File: config.mk
export PLATFORM = sky130hd
export DESIGN_NAME = comm_master
export DESIGN_NICKNAME = d
export VERILOG_FILES = /design/src/rtl/comm_master.sv
export SDC_FILE = /design/constraint.sdc
export NUM_CORES = 1
export LEC_CHECK = 0
export ABC_CLOCK_PERIOD_IN_PS = 3650
export BUFFER_PORTS_ARGS = -buffer_cell sky130_fd_sc_hd__buf_2
export CAP_MARGIN = 0
export CORE_UTILIZATION = 58
export CTS_CLUSTER_SIZE = 24
export DETAILED_ROUTE_END_ITERATION = 10
export PLACE_DENSITY = 0.83
export SYNTH_ARGS = -nofsm -noshare
export SYNTH_HDL_FRONTEND = slang
export SYNTH_SLANG_ARGS = --single-unit
File: constraint.sdc
create_clock -name clk -period 3.65 [get_ports clk]
set_input_delay 0.73 -clock clk [delete_from_list [all_inputs] [get_ports clk]]
set_output_delay 0.73 -clock clk [all_outputs]
set_load 0.05 [all_outputs]
File: src/rtl/comm_master.sv
// rtl/comm_master.sv - UART command master: sends a 3-byte 8N1 frame, then waits for a 1-byte response.
module comm_master #(
  parameter int BAUD_DIV = 2604
) (
  input  logic        clk,
  input  logic        rst,
  input  logic        snd_cmd,
  input  logic [7:0]  cmd,
  input  logic [15:0] data,
  input  logic        clr_resp_rdy,
  input  logic        RX,
  output logic        TX,
  output logic        busy,
  output logic        frm_sent,
  output logic [7:0]  resp,
  output logic        resp_rdy
);

  localparam int CW = (BAUD_DIV > 2) ? $clog2(BAUD_DIV) : 1;
  localparam logic [CW-1:0] BAUD_MAX = CW'(BAUD_DIV - 1);
  localparam logic [CW-1:0] HALF_MAX = CW'(BAUD_DIV / 2 - 1);

  typedef enum logic [2:0] {
    IDLE,
    TX_CMD,
    TX_DHI,
    TX_DLO,
    WAIT_RESP
  } state_t;

  state_t state, state_nxt;

  logic [CW-1:0] tx_cnt;
  logic [3:0]    tx_idx;
  logic [3:0]    tx_idx_m1;
  logic [7:0]    cmd_q;
  logic [15:0]   data_q;
  logic [7:0]    tx_byte;
  logic          tx_active;
  logic          tx_byte_end;
  logic          accept;

  logic          rx_meta, rx_sync, rx_prev;
  logic          rx_active;
  logic [CW-1:0] rx_cnt;
  logic [3:0]    rx_idx;
  logic [7:0]    rx_shift;
  logic          rx_start;
  logic          rx_sample;
  logic          rx_done;

  assign accept      = (state == IDLE) && snd_cmd;
  assign tx_active   = (state == TX_CMD) || (state == TX_DHI) || (state == TX_DLO);
  assign tx_byte_end = tx_active && (tx_cnt == BAUD_MAX) && (tx_idx == 4'd9);
  assign tx_idx_m1   = tx_idx - 4'd1;

  // Start bit is checked at mid-bit; every later sample is one full bit time apart.
  assign rx_start  = (state == WAIT_RESP) && !rx_active && rx_prev && !rx_sync;
  assign rx_sample = rx_active && (rx_cnt == ((rx_idx == 4'd0) ? HALF_MAX : BAUD_MAX));
  assign rx_done   = rx_sample && (rx_idx == 4'd9) && rx_sync;

  assign busy     = (state != IDLE);
  assign frm_sent = (state == TX_DLO) && tx_byte_end;

  always_ff @(posedge clk or posedge rst) begin
    if (rst) state <= IDLE;
    else     state <= state_nxt;
  end

  always_comb begin
    state_nxt = state;
    case (state)
      IDLE:      if (accept)      state_nxt = TX_CMD;
      TX_CMD:    if (tx_byte_end) state_nxt = TX_DHI;
      TX_DHI:    if (tx_byte_end) state_nxt = TX_DLO;
      TX_DLO:    if (tx_byte_end) state_nxt = WAIT_RESP;
      WAIT_RESP: if (rx_done)     state_nxt = IDLE;
      default:                    state_nxt = IDLE;
    endcase
  end

  always_comb begin
    tx_byte = cmd_q;
    case (state)
      TX_DHI:  tx_byte = data_q[15:8];
      TX_DLO:  tx_byte = data_q[7:0];
      default: tx_byte = cmd_q;
    endcase
    TX = 1'b1;
    if (tx_active) begin
      if (tx_idx == 4'd0)       TX = 1'b0;
      else if (tx_idx <= 4'd8)  TX = tx_byte[tx_idx_m1[2:0]];
      else                      TX = 1'b1;
    end
  end

  always_ff @(posedge clk or posedge rst) begin
    if (rst) begin
      tx_cnt <= '0;
      tx_idx <= '0;
      cmd_q  <= '0;
      data_q <= '0;
    end else if (accept) begin
      cmd_q  <= cmd;
      data_q <= data;
      tx_cnt <= '0;
      tx_idx <= '0;
    end else if (tx_active) begin
      if (tx_cnt == BAUD_MAX) begin
        tx_cnt <= '0;
        tx_idx <= (tx_idx == 4'd9) ? 4'd0 : tx_idx + 4'd1;
      end else begin
        tx_cnt <= tx_cnt + 1'b1;
      end
    end
  end

  always_ff @(posedge clk or posedge rst) begin
    if (rst) begin
      rx_meta   <= 1'b1;
      rx_sync   <= 1'b1;
      rx_prev   <= 1'b1;
      rx_active <= 1'b0;
      rx_cnt    <= '0;
      rx_idx    <= '0;
      rx_shift  <= '0;
    end else begin
      rx_meta <= RX;
      rx_sync <= rx_meta;
      rx_prev <= rx_sync;
      if (state != WAIT_RESP) begin
        rx_active <= 1'b0;
        rx_cnt    <= '0;
        rx_idx    <= '0;
      end else if (rx_start) begin
        rx_active <= 1'b1;
        rx_cnt    <= '0;
        rx_idx    <= '0;
      end else if (rx_active) begin
        if (rx_sample) begin
          rx_cnt <= '0;
          if (rx_idx == 4'd0) begin
            // A high line at mid-start means a glitch: go back to hunting.
            if (rx_sync) rx_active <= 1'b0;
            else         rx_idx    <= 4'd1;
          end else if (rx_idx == 4'd9) begin
            rx_active <= 1'b0;
            rx_idx    <= 4'd0;
          end else begin
            rx_shift <= {rx_sync, rx_shift[7:1]};
            rx_idx   <= rx_idx + 4'd1;
          end
        end else begin
          rx_cnt <= rx_cnt + 1'b1;
        end
      end
    end
  end

  always_ff @(posedge clk or posedge rst) begin
    if (rst) begin
      resp     <= 8'h00;
      resp_rdy <= 1'b0;
    end else if (rx_done) begin
      resp     <= rx_shift;
      resp_rdy <= 1'b1;
    end else if (clr_resp_rdy || accept) begin
      resp_rdy <= 1'b0;
    end
  end

endmodule

-- Yosys cells after proc, flatten, opt, wreduce, memory -nomap -nowiden
Index checks and enable logic that the tools add are counted.
- register bits: 80
- input port bits: 29
- output and inout bits: 12
- logic and storage cells: 108
- add/sub/neg operators: 5
- magnitude comparators: 2
- equality and inequality tests: 15
- multiplexer cells: 40
- bitwise gates (word level): 4
- reductions and logical operators: 28
- operators by type and width (kind ; count):
    $mux W12 ; 8
    $mux W4 ; 11
    $add A12 B1 Y12 const B ; 2
    $pmux W8 S2 ; 1
    $mux W3 ; 5
    $pmux W3 S5 ; 1
    $mux W1 ; 13
    $eq A12 B12 Y1 ; 1
    $eq A12 B12 Y1 const B ; 1
    $logic_and A1 B1 Y1 ; 10
    $ne A2 B2 Y1 const B ; 5
    $reduce_bool A3 Y1 ; 3
    $add A4 B1 Y4 const B ; 2
    $eq A4 B4 Y1 const B ; 2
    $logic_not A4 Y1 ; 2
    $eq A3 B2 Y1 const B ; 2
    $reduce_and A6 Y1 ; 1
    $reduce_bool A2 Y1 ; 3
    $reduce_and A5 Y1 ; 1
    $le A4 B4 Y1 const B ; 1
    $lt A3 B4 Y1 const B ; 1
    $ne A4 B3 Y1 const B ; 1
    $not A1 Y1 ; 4
    $bmux W1 S3 ; 1
    9 further kinds ; 12

-- Logic depth before layout (Yosys ltp)
- depth after elaboration: 8
- depth in mapped cells: 8
- mapped depth without buffers: 7

-- Worst setup path after synthesis
OpenSTA, ideal clock, no wires.
- path kind: reg-to-output
- start: register tx_cnt[6]
- end: output frm_sent
- arrival time: 2.332 ns
- data required time: 2.920 ns
- path slack: 0.588 ns
- stages on the path, launching flop included: 5
- buffers on the path: 0
- cells stage by stage: dfrtp_1 or4b_2 nor4_1 nand2_1 nor2_1
- cells in the longest elaborated chain, start to end: 4
- ends and longest elaborated chain (item ; RTL line ; source):
    start, declared ; 33 ; logic [CW-1:0] tx_cnt;
    start signal, assigned ; 113 ; tx_cnt <= tx_cnt + 1'b1;
    $eq A12 B12 Y1 ; 54 ; assign tx_byte_end = tx_active && (tx_cnt == BAUD_MAX) && (tx_idx == 4'd9);
    $logic_and A1 B1 Y1 (2 in a row) ; 54 ;
    $logic_and A1 B1 Y1 ; 63 ; assign frm_sent = (state == TX_DLO) && tx_byte_end;
    end, declared ; 14 ; output logic frm_sent,
Every way passes these cells.

-- Final worst setup path
- start: register state[2]
- end: output TX
- cells in the longest elaborated chain, start to end: 7
- elaborated cells on any way between the ends: 11
- those cells by class: eq/ne: 3; mux: 6; reduce/logical: 2
- ends and longest elaborated chain (item ; RTL line ; source):
    start, declared ; 31 ; state_t state, state_nxt;
    start signal, assigned ; 67 ; else state <= state_nxt;
    $eq A3 B2 Y1 ; 53, 84 ;
    $pmux W8 S2 ; 84 ; case (state)
    $bmux W1 S3 ; 92 ; else if (tx_idx <= 4'd8) TX = tx_byte[tx_idx_m1[2:0]];
    $mux W1 (not written as such) ; 92 ;
    $mux W1 ; 92 ;
    $mux W1 ; 91 ; if (tx_idx == 4'd0) TX = 1'b0;
    $mux W1 (*) ; 90 ; if (tx_active) begin
    end, declared ; 12 ; output logic TX,
Every way passes the cells marked *; elsewhere a longest branch is shown, timed or not. The select of a mux whose other input is x is not followed.

==> flow_summary.toml <==
[status]
status = "finished clean"

[sta]
setup_viol = 0
maxSlewHeadroom_pct = 52.8
rsz0062_at_grt = "false"
tns_ns = 0
fmax_mhz = 295
fin_crit_ns = 3.39
setup_ws_ns = 0.258
clock_skew_ns = 0.0107
fin_crit_sh_pct = 92.9
final_hold_viol_count = 0
report.final.slew_viol_count = 0
tightest_slew_ns = 0.707
timing.hold.ws_ns = 0.362

[placed_design]
dp_slack_ns = 0.663
dpl_cell_area_um2 = 4310
port_buffers = 40
placed_cells = 511
hpwl_um = 5570
place_congestion = 0.835

[yosys]
synthesis.area_um2 = 4020
yosys-top-cells-count = "nand2_1, dfrtp_1, nor2_1"
seq_area_frac_synth_pct = 50.0
synth_fp_nets = 439
ys_async_sr_fraction_pct = 100
synth_edf_count = 0
syn_inst = 401
yosys_most_used_dff = "dfrtp_1"
yosysUniqueCellTypes = 56
synth_top_area_share_pct = 48.0
yosys.cell_count.top_type = "nand2_1"
yosysTopAreaCell = "dfrtp_1"
synth-seq-cells = 80
syn_avg_cell_area_um2 = 10.0
synthTopCellsByArea = "dfrtp_1, nand2_1, mux2_2, ha_1, nor2_1"
ys_warn_count = 0

[finish]
areaGrowthSynthToFinish_pct = 12.0
fin_cells = 527
drive_gt1_share_pct = 24.2
final_nets = 483
post-route-cell-area_um2 = 4500
fin_util_pct = 68.8
n_antenna_cell = 0

[power_and_ir_drop]
p_sw_share_pct = 27.1
leakagePower_nw = 2.16
seqPwrFrac_pct = 56.6
internal_power_mw = 1.26
p_comb_share_pct = 8.1
total_power_mw = 1.73
clock_power_share_pct = 35.3
peakVddDrop_mv = 0.289
power_density_nw_per_um2 = 384
switchingPower_mw = 0.467

[global_route]
grt_overflow = 0
track_usage_pct = 24.0
grt_start_max_net_pins = 36
grt_pass1_wl_um = 13500
antenna_found_initial = 0
grt_pass1_vias = 2961

[routing]
drc = 0
via_per_inst = 5.73
firstDrtPassIters = 4
drt_wl_total_um = 7650
wl_per_cell_um = 14.5
initialDrtViolationCount = 142
wl_met2_um = 3690
wl_met3_um = 313
via_count = 3018
route.top_layer_used = "met4"
wl_met1_um = 3490
ant_nets = 0

[clock_tree]
clockBufferDepth = 2
clkLatencyLatePin_ns = 0.36
cts_buffers = 9
post_cts_resized = 0
ctsHoldBuffers = 0
clock-sinks = 80
clk_pin_slew_ns = 0.09
cts_tree = "done"
root_buffer = "clkbuf_8"
htreeDepth = 3
post-cts-setup-buffer-count = 0

[critical_path]
cpPeakStageDelay_ns = 0.52
r2r_start = "rx_idx[0]$_DFFE_PP0P_"
cp_num_buf_inv = 1
crit_chain = "nor2b_1, mux4_2, mux2_2, a2111oi_0, nor2_1, buf_2"
arrival_ns = 2.66
cp_top_family = "multiplexers"
cp-startpoint = "state[2]$_DFFE_PP0P_"
r2r_slack_ns = 1.04
crit_path_end_kind = "output pin"
r2r-end = "resp[3]$_DFFE_PP0P_"
worstPathMaxFanout = 14
cp.required_ns = 2.92
cp-start-kind = "flop"
critPathKind = "reg -> out"
crit_cells = 6
critPathCapture = "TX"
reg2reg_depth = 8
slowest_stage = "dfrtp_1"

[die]
start_util_pct = 61.5
die_y_um = 85.2
die_x_um = 85.2
std_cell_rows = 29
coreArea_um2 = 6530
io-pin-count = 41
die_area_um2 = 7260

[worst_hold_path]
hold_path_depth = 0
hp-class = "reg -> reg"

[run]
cap_violations = 0
-- cell families (layout without fill, tap and decap cells) --
| family | Yosys count | after routing | synth area share [%] |
|---|---|---|---|
| adder cells (fa/ha/maj) | 9 | 9 | 2.80 |
| AND/OR/NAND/NOR | 188 | 188 | 23.5 |
| buffers and inverters | 29 | 78 | 2.87 |
| multiplexers | 29 | 29 | 8.94 |
| XOR/XNOR | 19 | 19 | 4.14 |
| AO/OA/AOI/OAI | 47 | 47 | 7.79 |
| flip-flops | 80 | 80 | 50.0 |
-- routing by layer --
metal	vias to the layer above	track usage [%]
met3	14	6.71
met4	0	8.17
met1	1465	32.2
li1	1468	-
met2	71	37.9
met5	-	0
-- flip-flops by register name, indices dropped and copies added, names as in the netlist, 3 cells and up --
name / flops
rx_shift: 8
state: 3
data_q: 16
tx_cnt: 12
tx_idx: 4
rx_cnt: 12
resp: 8
rx_idx: 4
cmd_q: 8
-- worst min-delay path by stage --
stage,from,endpoint,slack [ns]
floorplan,rx_meta$_DFF_PP1_,rx_sync$_DFF_PP1_,0.35
global placement,rx_meta$_DFF_PP1_,rx_sync$_DFF_PP1_,0.35
detailed placement,rx_meta$_DFF_PP1_,rx_sync$_DFF_PP1_,0.35
CTS,rx_meta$_DFF_PP1_,rx_sync$_DFF_PP1_,0.36
global route,rx_meta$_DFF_PP1_,rx_sync$_DFF_PP1_,0.37
finish,rx_meta$_DFF_PP1_,rx_sync$_DFF_PP1_,0.36
-- power by group through the flow --
stage | sequential (mW) | combinational (mW) | clock (mW)
5_1_grt | 0.987 | 0.163 | 0.656
2_1_floorplan | 0.981 | 0.103 | 0
4_1_cts | 0.976 | 0.141 | 0.631
6_report | 0.978 | 0.140 | 0.609
3_3_place_gp | 0.991 | 0.134 | 0
3_5_place_dp | 0.993 | 0.141 | 0
-- layout by cell type (no fill, tap or decap), drive strengths merged, types with 4 or more instances in the layout --
| cell type | Yosys | layout |
|---|---|---|
| and2 | 4 | 4 |
| nand4 | 6 | 6 |
| nand2b | 7 | 7 |
| ha | 9 | 9 |
| a21oi | 7 | 7 |
| xor2 | 9 | 9 |
| mux2 | 25 | 25 |
| nor2b | 6 | 6 |
| or3 | 6 | 6 |
| nor3 | 6 | 6 |
| nand2 | 88 | 88 |
| clkbuf | 11 | 9 |
| nor2 | 29 | 29 |
| o211ai | 4 | 4 |
| dfrtp | 77 | 77 |
| o21ai | 17 | 17 |
| or3b | 4 | 4 |
| nand3 | 8 | 8 |
| and3 | 6 | 6 |
| xnor2 | 10 | 10 |
| buf | 3 | 47 |
| inv | 15 | 19 |
-- layout make-up --
class / count / area, um2
well taps: 77 / 96.3
clock inverters: 7 / 60.1
fillers: 476 / 2040
clock buffers: 9 / 124
flip-flops and latches: 80 / 2010
inverters: 15 / 56.3
multi-input cells: 292 / 1900
repair buffers: 47 / 253
Power figures use the tool's default switching activity.
